**config.mk**
```make
export PLATFORM = sky130hd
export DESIGN_NAME = adrv9009_tx_tone_gen_flat
export DESIGN_NICKNAME = d
export VERILOG_FILES = /design/src/rtl/adrv9009_tx_tone_gen_pkg.sv /design/src/rtl/adrv9009_tx_tone_gen_if.sv /design/src/rtl/adrv9009_tx_tone_scale.sv /design/src/rtl/adrv9009_tx_tone_gen.sv /design/src/flat_wrapper.sv
export SDC_FILE = /design/constraint.sdc
export NUM_CORES = 1
export LEC_CHECK = 0
export CORE_MARGIN = 10
export CORE_UTILIZATION = 50
export DETAILED_ROUTE_END_ITERATION = 10
export PLACE_DENSITY = 0.76
export SLEW_MARGIN = 20
export SYNTH_ARGS = -nofsm -noshare
export SYNTH_HDL_FRONTEND = slang
export SYNTH_SLANG_ARGS = --single-unit
```
**constraint.sdc**
```tcl
create_clock -name clk -period 3.2 [get_ports clk]
set_input_delay 0.8 -clock clk [delete_from_list [all_inputs] [get_ports clk]]
set_output_delay 0.8 -clock clk [all_outputs]
set_load 0.02 [all_outputs]
```
**src/rtl/adrv9009_tx_tone_gen_pkg.sv**
```systemverilog
// adrv9009_tx_tone_gen_pkg: shared sine table, FSM encoding and sample scaling helpers
// Revision: 1.0
`default_nettype none

package adrv9009_tx_tone_gen_pkg;

   typedef enum logic [1:0] {
      IDLE = 2'd0,
      RUN  = 2'd1,
      STOP = 2'd2
   } state_t;

   localparam logic signed [15:0] SIN_P0 = 16'sd0;
   localparam logic signed [15:0] SIN_P1 = 16'sd23170;
   localparam logic signed [15:0] SIN_P2 = 16'sd32767;
   localparam logic signed [15:0] SIN_P3 = 16'sd23170;
   localparam logic signed [15:0] SIN_P4 = 16'sd0;
   localparam logic signed [15:0] SIN_P5 = -16'sd23170;
   localparam logic signed [15:0] SIN_P6 = 16'sh8000;
   localparam logic signed [15:0] SIN_P7 = -16'sd23170;

   localparam logic signed [15:0] DW_MAX = 16'sh7FFF;
   localparam logic signed [15:0] DW_MIN = 16'sh8000;

   function automatic logic signed [15:0] sine_lut(input logic [2:0] idx);
      logic signed [15:0] v;
      case (idx)
         3'd0:    v = SIN_P0;
         3'd1:    v = SIN_P1;
         3'd2:    v = SIN_P2;
         3'd3:    v = SIN_P3;
         3'd4:    v = SIN_P4;
         3'd5:    v = SIN_P5;
         3'd6:    v = SIN_P6;
         default: v = SIN_P7;
      endcase
      return v;
   endfunction

   // Only the most negative code has no positive twin, so it alone clips on negation.
   function automatic logic signed [15:0] scale_sample(input logic signed [15:0] raw,
                                                       input logic [1:0]          shift,
                                                       input logic                inv);
      logic signed [15:0] s;
      s = raw >>> shift;
      if (!inv)
         return s;
      if (s == DW_MIN)
         return DW_MAX;
      return -s;
   endfunction

endpackage

`default_nettype wire

```
**src/rtl/adrv9009_tx_tone_gen_if.sv**
```systemverilog
// adrv9009_tx_tone_gen_if: sample stream with valid/ready handshake and tone status
// Revision: 1.0
`default_nettype none

interface adrv9009_tx_tone_gen_if #(
   parameter int DW = 16
) ();
   logic                 out_valid;
   logic                 out_ready;
   logic signed [DW-1:0] out_data;
   logic [2:0]           phase;
   logic                 cycle_done;

   modport master (
      output out_valid,
      output out_data,
      output phase,
      output cycle_done,
      input  out_ready
   );

   modport slave (
      input  out_valid,
      input  out_data,
      input  phase,
      input  cycle_done,
      output out_ready
   );
endinterface

`default_nettype wire

```
**src/rtl/adrv9009_tx_tone_scale.sv**
```systemverilog
// adrv9009_tx_tone_scale: registered table lookup, attenuation and saturating inversion
// Revision: 1.0
`default_nettype none

module adrv9009_tx_tone_scale
   import adrv9009_tx_tone_gen_pkg::*;
(
   input  wire logic               clk,
   input  wire logic               reset,
   input  wire logic               load,
   input  wire logic [2:0]         sel,
   input  wire logic [1:0]         gain_shift,
   input  wire logic               invert,
   output      logic signed [15:0] sample
);

   always_ff @(posedge clk or posedge reset) begin
      if (reset)
         sample <= '0;
      else if (load)
         sample <= scale_sample(sine_lut(sel), gain_shift, invert);
   end

endmodule

`default_nettype wire

```
**src/rtl/adrv9009_tx_tone_gen.sv**
```systemverilog
// adrv9009_tx_tone_gen: 8-phase quantized sine source with hold, handshake and stop-at-period-end
// Revision: 1.0
`default_nettype none

module adrv9009_tx_tone_gen
   import adrv9009_tx_tone_gen_pkg::*;
#(
   parameter int HOLD = 9,
   parameter int DW   = 16
) (
   input  wire logic               clk,
   input  wire logic               reset,
   input  wire logic               enable,
   input  wire logic [1:0]         gain_shift,
   input  wire logic               invert,
   adrv9009_tx_tone_gen_if.master  tx
);

   localparam logic [7:0] HOLD_L = 8'(HOLD);

   state_t               state;
   logic [7:0]           hold_cnt;
   logic [2:0]           phase_idx;
   logic                 valid;
   logic                 done;
   logic signed [DW-1:0] sample;

   logic                 accept;
   logic                 last_hold;
   logic                 period_end;
   logic                 start;
   logic                 load;
   logic [2:0]           next_idx;

   always_comb begin
      accept     = valid & tx.out_ready;
      last_hold  = (hold_cnt == HOLD_L);
      period_end = accept & last_hold & (phase_idx == 3'd7);
      start      = (state == IDLE) & enable;
      load       = start | accept;
      next_idx   = 3'd0;
      if (state != IDLE)
         next_idx = last_hold ? 3'(phase_idx + 3'd1) : phase_idx;
   end

   // STOP differs from RUN only in that a period end with enable low returns to IDLE.
   always_ff @(posedge clk or posedge reset) begin
      if (reset) begin
         state     <= IDLE;
         valid     <= 1'b0;
         phase_idx <= 3'd0;
         hold_cnt  <= 8'd0;
         done      <= 1'b0;
      end else begin
         done <= period_end;
         case (state)
            IDLE: begin
               if (enable) begin
                  state     <= RUN;
                  valid     <= 1'b1;
                  phase_idx <= 3'd0;
                  hold_cnt  <= 8'd0;
               end
            end
            RUN, STOP: begin
               if (accept) begin
                  if (last_hold) begin
                     hold_cnt  <= 8'd0;
                     phase_idx <= 3'(phase_idx + 3'd1);
                  end else begin
                     hold_cnt <= hold_cnt + 8'd1;
                  end
               end
               if (period_end && !enable) begin
                  state     <= IDLE;
                  valid     <= 1'b0;
                  phase_idx <= 3'd0;
               end else begin
                  state <= enable ? RUN : STOP;
               end
            end
            default: state <= IDLE;
         endcase
      end
   end

   adrv9009_tx_tone_scale u_scale (
      .clk        (clk),
      .reset      (reset),
      .load       (load),
      .sel        (next_idx),
      .gain_shift (gain_shift),
      .invert     (invert),
      .sample     (sample)
   );

   assign tx.out_valid  = valid;
   assign tx.out_data   = sample;
   assign tx.phase      = phase_idx;
   assign tx.cycle_done = done;

endmodule

`default_nettype wire
```
**src/flat_wrapper.sv**
```systemverilog
// flat-port wrapper written by rule: the top's interface ports become plain ports
module adrv9009_tx_tone_gen_flat import adrv9009_tx_tone_gen_pkg::*;
#(
   parameter int HOLD = 9,
   parameter int DW   = 16
)
  (clk, reset, enable, gain_shift, invert, tx_out_valid, tx_out_data, tx_phase, tx_cycle_done, tx_out_ready);
  adrv9009_tx_tone_gen_if #(.DW(DW)) tx_i ();
  input  wire logic clk;
  input  wire logic reset;
  input  wire logic enable;
  input  wire logic [1:0] gain_shift;
  input  wire logic invert;
  output wire logic [$bits(tx_i.out_valid)-1:0] tx_out_valid;
  output wire logic [$bits(tx_i.out_data)-1:0] tx_out_data;
  output wire logic [$bits(tx_i.phase)-1:0] tx_phase;
  output wire logic [$bits(tx_i.cycle_done)-1:0] tx_cycle_done;
  input wire logic [$bits(tx_i.out_ready)-1:0] tx_out_ready;
  assign tx_out_valid = tx_i.out_valid;
  assign tx_out_data = tx_i.out_data;
  assign tx_phase = tx_i.phase;
  assign tx_cycle_done = tx_i.cycle_done;
  assign tx_i.out_ready = tx_out_ready;
  adrv9009_tx_tone_gen #(.HOLD(HOLD), .DW(DW)) u_core (.clk(clk), .reset(reset), .enable(enable), .gain_shift(gain_shift), .invert(invert), .tx(tx_i));
endmodule
```
* Word level (Yosys, flattened, before mapping)
Index checks and enable logic that the tools add are counted.
Widths: inputs -> output; s select.
** Word-level totals
- Bits in registers :: 31
- Input port bits :: 7
- Output and inout port bits :: 21
- Word-level logic and storage cells :: 69
** Operators by class
- Add/subtract/negate cells :: 3
- Eq/ne operators :: 14
- Shift operators :: 1
- Mux-type cells :: 28
- Bitwise gates (word level) :: 5
- Reductions and logical operators :: 12
** Operators by type and width (number)
- $mux 16 :: 5
- $pmux 16 s4 :: 1
- $mux 8 :: 3
- $eq 16x16->1 const B :: 1
- $neg 16->16 :: 1
- $pmux 8 s2 :: 1
- $sshr 16x2->16 :: 1
- $mux 3 :: 5
- $eq 3x3->1 const B :: 3
- $reduce_and 3->1 :: 3
- $add 8x1->8 const B :: 1
- $eq 8x4->1 const B :: 1
- $mux 1 :: 7
- $eq 3x2->1 const B :: 2
- $mux 2 :: 3
- $pmux 3 s2 :: 1
- $reduce_or 2->1 :: 3
- $and 1x1->1 :: 4
- $ne 2x1->1 const B :: 2
- $pmux 2 s2 :: 1
- $reduce_bool 2->1 :: 2
- $add 3x1->3 const B :: 1
- $eq 3x1->1 const B :: 1
- $logic_not 3->1 :: 1
- 9 further kinds :: 9

* Depth between registers and ports, before layout
- Word-level depth :: 14
- Gate-level depth with buffers :: 15
- Mapped depth without buffers :: 14

* Modules after synthesis
A second synthesis with hierarchy kept.
** Unflattened totals
- Cell total of the unflattened synthesis :: 238
- Area total of the unflattened synthesis :: 2118.3 um^2
** Modules (own cells, without submodules)
- adrv9009_tx_tone_scale :: instances 1, cells an instance 144, area an instance 1214.9 um^2, sequential area each 400.4 um^2
- adrv9009_tx_tone_gen :: instances 1, cells an instance 94, area an instance 903.4 um^2, sequential area each 375.4 um^2

* Worst setup path before layout
Ideal clock, no wire load.
- Kind :: register to register
- From :: register u_core.hold_cnt[1]
- To :: register u_core.u_scale.sample[6]
- Setup time :: 0.126 ns
- Arrival :: 3.261 ns
- Required time :: 3.074 ns
- Setup slack :: -0.187 ns
- Stages on the path, launching flop included :: 15
- Buffers on the path :: 1
- Clock period less this slack :: 3.387 ns
- Cells stage by stage :: dfrtp_1 > inv_1 > ha_1 > or3b_2 > buf_2 > nor4_4 > nor3_2 > a21boi_0 > ha_1 > inv_1 > a2111oi_0 > a2111o_1 > o21ai_0 > o311a_1 > o32a_1
** On the way
- Word-level cells in the longest chain between the ends :: 14
- Elaborated cells between the ends (all ways) :: 23
- Classes of those cells :: add/sub: 1; eq/ne: 7; shift: 1; mux: 11; reduce/logical: 3
** RTL lines
- start, declared :: RTL line adrv9009_tx_tone_gen.sv:22 : logic [7:0] hold_cnt;
- start signal, assigned :: RTL line adrv9009_tx_tone_gen.sv:71 : hold_cnt <= hold_cnt + 8'd1;
- $eq 8x4->1 (*) :: RTL line adrv9009_tx_tone_gen.sv:37 : last_hold = (hold_cnt == HOLD_L);
- $mux 3 (*)
- $mux 3 (*) :: RTL line adrv9009_tx_tone_gen.sv:42 : if (state != IDLE)
- $eq 3x3->1, or another cell as far along :: RTL line adrv9009_tx_tone_gen_pkg.sv:27 : case (idx)
- $reduce_or 2->1 (no source line)
- $pmux 16 s4 (*) :: RTL line adrv9009_tx_tone_gen_pkg.sv:27
- $mux 16 (*) :: RTL line adrv9009_tx_tone_scale.sv:20 : else if (load)
- $sshr 16x2->16 (*) :: RTL line adrv9009_tx_tone_gen_pkg.sv:45 : s = raw >>> shift;
- parallel branches: the longest is 5 deep, another holds $neg 16->16
- $mux 16 (*) :: RTL line adrv9009_tx_tone_gen_pkg.sv:48 : if (s == DW_MIN)
- end signal, assigned :: RTL line adrv9009_tx_tone_scale.sv:21 : sample <= scale_sample(sine_lut(sel), gain_shift, invert);
- end, declared :: RTL line adrv9009_tx_tone_scale.sv:14 : output logic signed [15:0] sample
Every way passes the cells marked *. The select of a mux whose other input is x is not followed.
A chain may end at the register's enable or synchronous reset.

* Worst setup path after layout
Ends and elaborated chain as after synthesis.

==> impl_metrics.csv <==
group,metric,value,unit
synthesis,muxShareOfSynthArea,1.45,%
final_layout,layout_common_cells,"buf_4, dfrtp_1, clkdlybuf4s50_1",
synthesis,synth_cell_type_count,63,
clock_network,numCtsBuffers,5,
timing,rsz0062_at_grt,"yes",
synthesis,syn_nets,270,
detailed_routing,num_vias,2333,
synthesis,ys_warn_count,0,
detailed_routing,antenna_left,0,
clock_network,clock-sinks,31,
grt,track_usage,17.6,%
flow_run,drv_cap,0,
worst_setup_path,critPathLaunchType,"flip-flop",
synthesis,synth-compound-area-share,25.5,%
final_layout,fin_nets,333,
grt,grt_pass1_vias,2205,
detailed_routing,vias_per_cell,6.27,
synthesis,synth_top_family_by_area,"simple AND/OR/NAND/NOR gates",
clock_network,holdBufCountCts,0,
synthesis,synth_edf_count,0,
placed_design,hpwl,4.69,mm
worst_setup_path,arrival,3.38,ns
floorplan,initial_core_util,51.6,%
floorplan,die_w,87,um
detailed_routing,drtIter0Drc,200,
clock_network,cts.clk_slew.worst_paths,0.06,ns
floorplan,boundaryPins,28,
synthesis,synthCells,256,
synthesis,synth.avg_cell_area,8.77,um^2
grt,grt_antenna_before_repair,0,
synthesis,synth_top_cell_by_area,"dfrtp_1",
run_status,status,"finished, violations left",
detailed_routing,wirelength,6.71,mm
detailed_routing,first_pass_iters,4,
synthesis,synth_area,0.00224,mm^2
clock_network,cts_max_level,2,
synthesis,yosys_most_used_dff,"dfrtp_1",
timing,worst_hold_slack,0.485,ns
placed_design,placed_cells,356,
worst_setup_path,critPathCaptureType,"flip-flop",
min_path,min_path_type,"flip-flop to flip-flop",
final_layout,fillers,320,
synthesis,synthTopCellsByArea,"dfrtp_1, ha_1, nand2_1, a21oi_1, nor2_1",
power,power.leakage,1.26,nW
power,power,2.04,mW
grt,grt_max_degree,19,
final_layout,drive_above_1_share,25.0,%
power,max-vdd-ir-drop,0.000519,V
final_layout,multi_input_area,0.00144,mm^2
worst_setup_path,worstPathRequired,3.38,ns
synthesis,synthAdderAreaFrac,3.90,%
detailed_routing,drcViolationCount,0,
timing,max_slew_margin,57.9,%
placed_design,gp_congestion,0.948,
timing,skew,0.00272,ns
clock_network,insertion_delay,0.29,ns
timing,final-setup-viol-count,1,
timing,setup_slack,-0.000705,ns
timing,worst_pin_slew,0.631,ns
timing,min_period_over_period,100,%
clock_network,cts_root_buf,"clkbuf_8",
timing,hold_violations,0,
power,power_density,675,mW/mm^2
worst_setup_path,crit_type,"flip-flop to flip-flop",
synthesis,yosys.area_share.simple,26.5,%
synthesis,ys_seq_area_share,34.6,%
worst_setup_path,crit_path_max_fanout,5,
detailed_routing,wl_per_cell,18.0,um
final_layout,layout.cells.most_common,"buf_4",
timing,max_freq,312,MHz
synthesis,ys_async_sr_fraction,100,%
clock_network,clockBufferDepth,2,
grt,grt_pass1_wl,10.7,mm
worst_setup_path,ff2ff_setup_slack,-0.0007,ns
timing,slew_viol_final,0,
final_layout,syn_to_final_growth,34.7,%
final_layout,regArea,778,um^2
run_status,violations,"setup timing",
floorplan,core,0.00435,mm^2
final_layout,fin_cells,372,
final_layout,n_antenna_cell,0,
grt,grt-ovfl-total,0,
clock_network,cts_tree,"built",
floorplan,rows,24,
floorplan,die_h,87,um
timing,fin_crit,3.20,ns
synthesis,synth_top_area_share,34.6,%
placed_design,io_buffers,27,
synthesis,synth-xor-area-share,3.12,%
synthesis,synth_seq_cells,31,
floorplan,dieArea,0.00757,mm^2
## layer usage
layer  vias up  share of wire [%]  track usage, %
met4         0                2.1            7.95
met1      1140                 43            22.3
met3        17                5.6            3.84
met2        83                 49            27.6
li1       1093                  -               -
met5         -                  0               0
## stage by stage
stage	setup slack [ns]	cell area, um^2	utilization [%]	TNS [ns]
final	-0.000705	3020	69.5	-0.000705
after global routing	-0.125	3020	69.5	-0.217
after CTS	0.0170	2910	66.8	0
after detailed placement	-0.0821	2800	64.2	-0.145
after global placement	-0.00392	2800	64.2	-0.00392
after floorplan	0.0126	2270	-	0
## synthesized netlist by cell type, types with 2 or more instances
| cell | n |
|---|---|
| ha_1 | 7 |
| a311oi_1 | 3 |
| o41ai_1 | 2 |
| nor4_1 | 9 |
| nand4_1 | 2 |
| and2_1 | 4 |
| buf_2 | 2 |
| nand2_1 | 21 |
| o21ai_0 | 14 |
| inv_1 | 9 |
| o31ai_1 | 4 |
| nand2b_1 | 7 |
| nor3b_1 | 2 |
| a21oi_1 | 15 |
| mux2_2 | 2 |
| o22a_1 | 5 |
| a22o_1 | 2 |
| a221oi_1 | 2 |
| nor2b_1 | 2 |
| buf_4 | 2 |
| clkbuf_1 | 10 |
| a2111o_1 | 2 |
| dfrtp_1 | 31 |
| and3_1 | 5 |
| o211ai_1 | 3 |
| a211o_1 | 2 |
| nor3_1 | 4 |
| xnor2_1 | 6 |
| a31oi_1 | 8 |
| nor2_1 | 20 |
| or3_1 | 3 |
| a211oi_1 | 2 |
| nand3_1 | 13 |
| xor2_1 | 2 |
## final cells by class
class	count	share of cell area, %
Clock buffer	8	3.31
Sequential cell	31	25.7
Inverter	10	1.24
Timing Repair Buffer	71	19.9
Multi-Input combinational cell	200	47.7
Tap cell	52	2.15
## report_power, final
part,switching (mW),internal [mW]
Combinational,0.646,0.465
Clock,0.150,0.196
Sequential,0.0685,0.515
Total,0.864,1.18
## critical path: stages, from the launching register on
cell and delay [ns]:
dfrtp_1 0.41, inv_1 0.07, ha_1 0.16, or3b_4 0.45, nor4_4 0.41, or3_4 0.21
o21a_1 0.17, ha_2 0.22, inv_2 0.07, a2111oi_4 0.20, a2111o_1 0.18, o21ai_1 0.08
o311a_1 0.15, o32a_1 0.33
## flip-flops by register name (all words and copies together), names as in the netlist
register / count
u_core.hold_cnt: 8
u_core.u_scale.sample: 16
u_core.tx.out_valid: 1
u_core.tx.phase: 3
u_core.tx.cycle_done: 1
u_core.state: 2
## timing repair
action | 4_1_cts | 5_1_grt
pin swaps | 0 | 6
gates resized for setup | 3 | 10
setup buffers | 0 | 8
setup endpoints to repair | 2 | 9
## worst paths after layout
path / startpoint / endpoint / cells past startpoint
setup / recovery: u_core.hold_cnt[1] / u_core.u_scale.sample[6] / 13
max in group asynchronous: reset / u_core.u_scale.sample[5] / 3
hold reg to reg: u_core.u_scale.sample[12] / u_core.u_scale.sample[12] / 2
min in group asynchronous: reset / u_core.hold_cnt[7] / 2
hold / removal: u_core.u_scale.sample[12] / u_core.u_scale.sample[12] / 2
setup reg to reg: u_core.hold_cnt[1] / u_core.u_scale.sample[6] / 13
## cell families after synthesis
| logic type | count (synthesis) |
|---|---|
| fa+ha+maj | 7 |
| mux | 3 |
| simple gates | 104 |
| compound gates | 78 |
| flops | 31 |
| xor+xnor | 8 |
| buf+inv | 25 |
No activity file was read; power rests on OpenSTA's default activity.
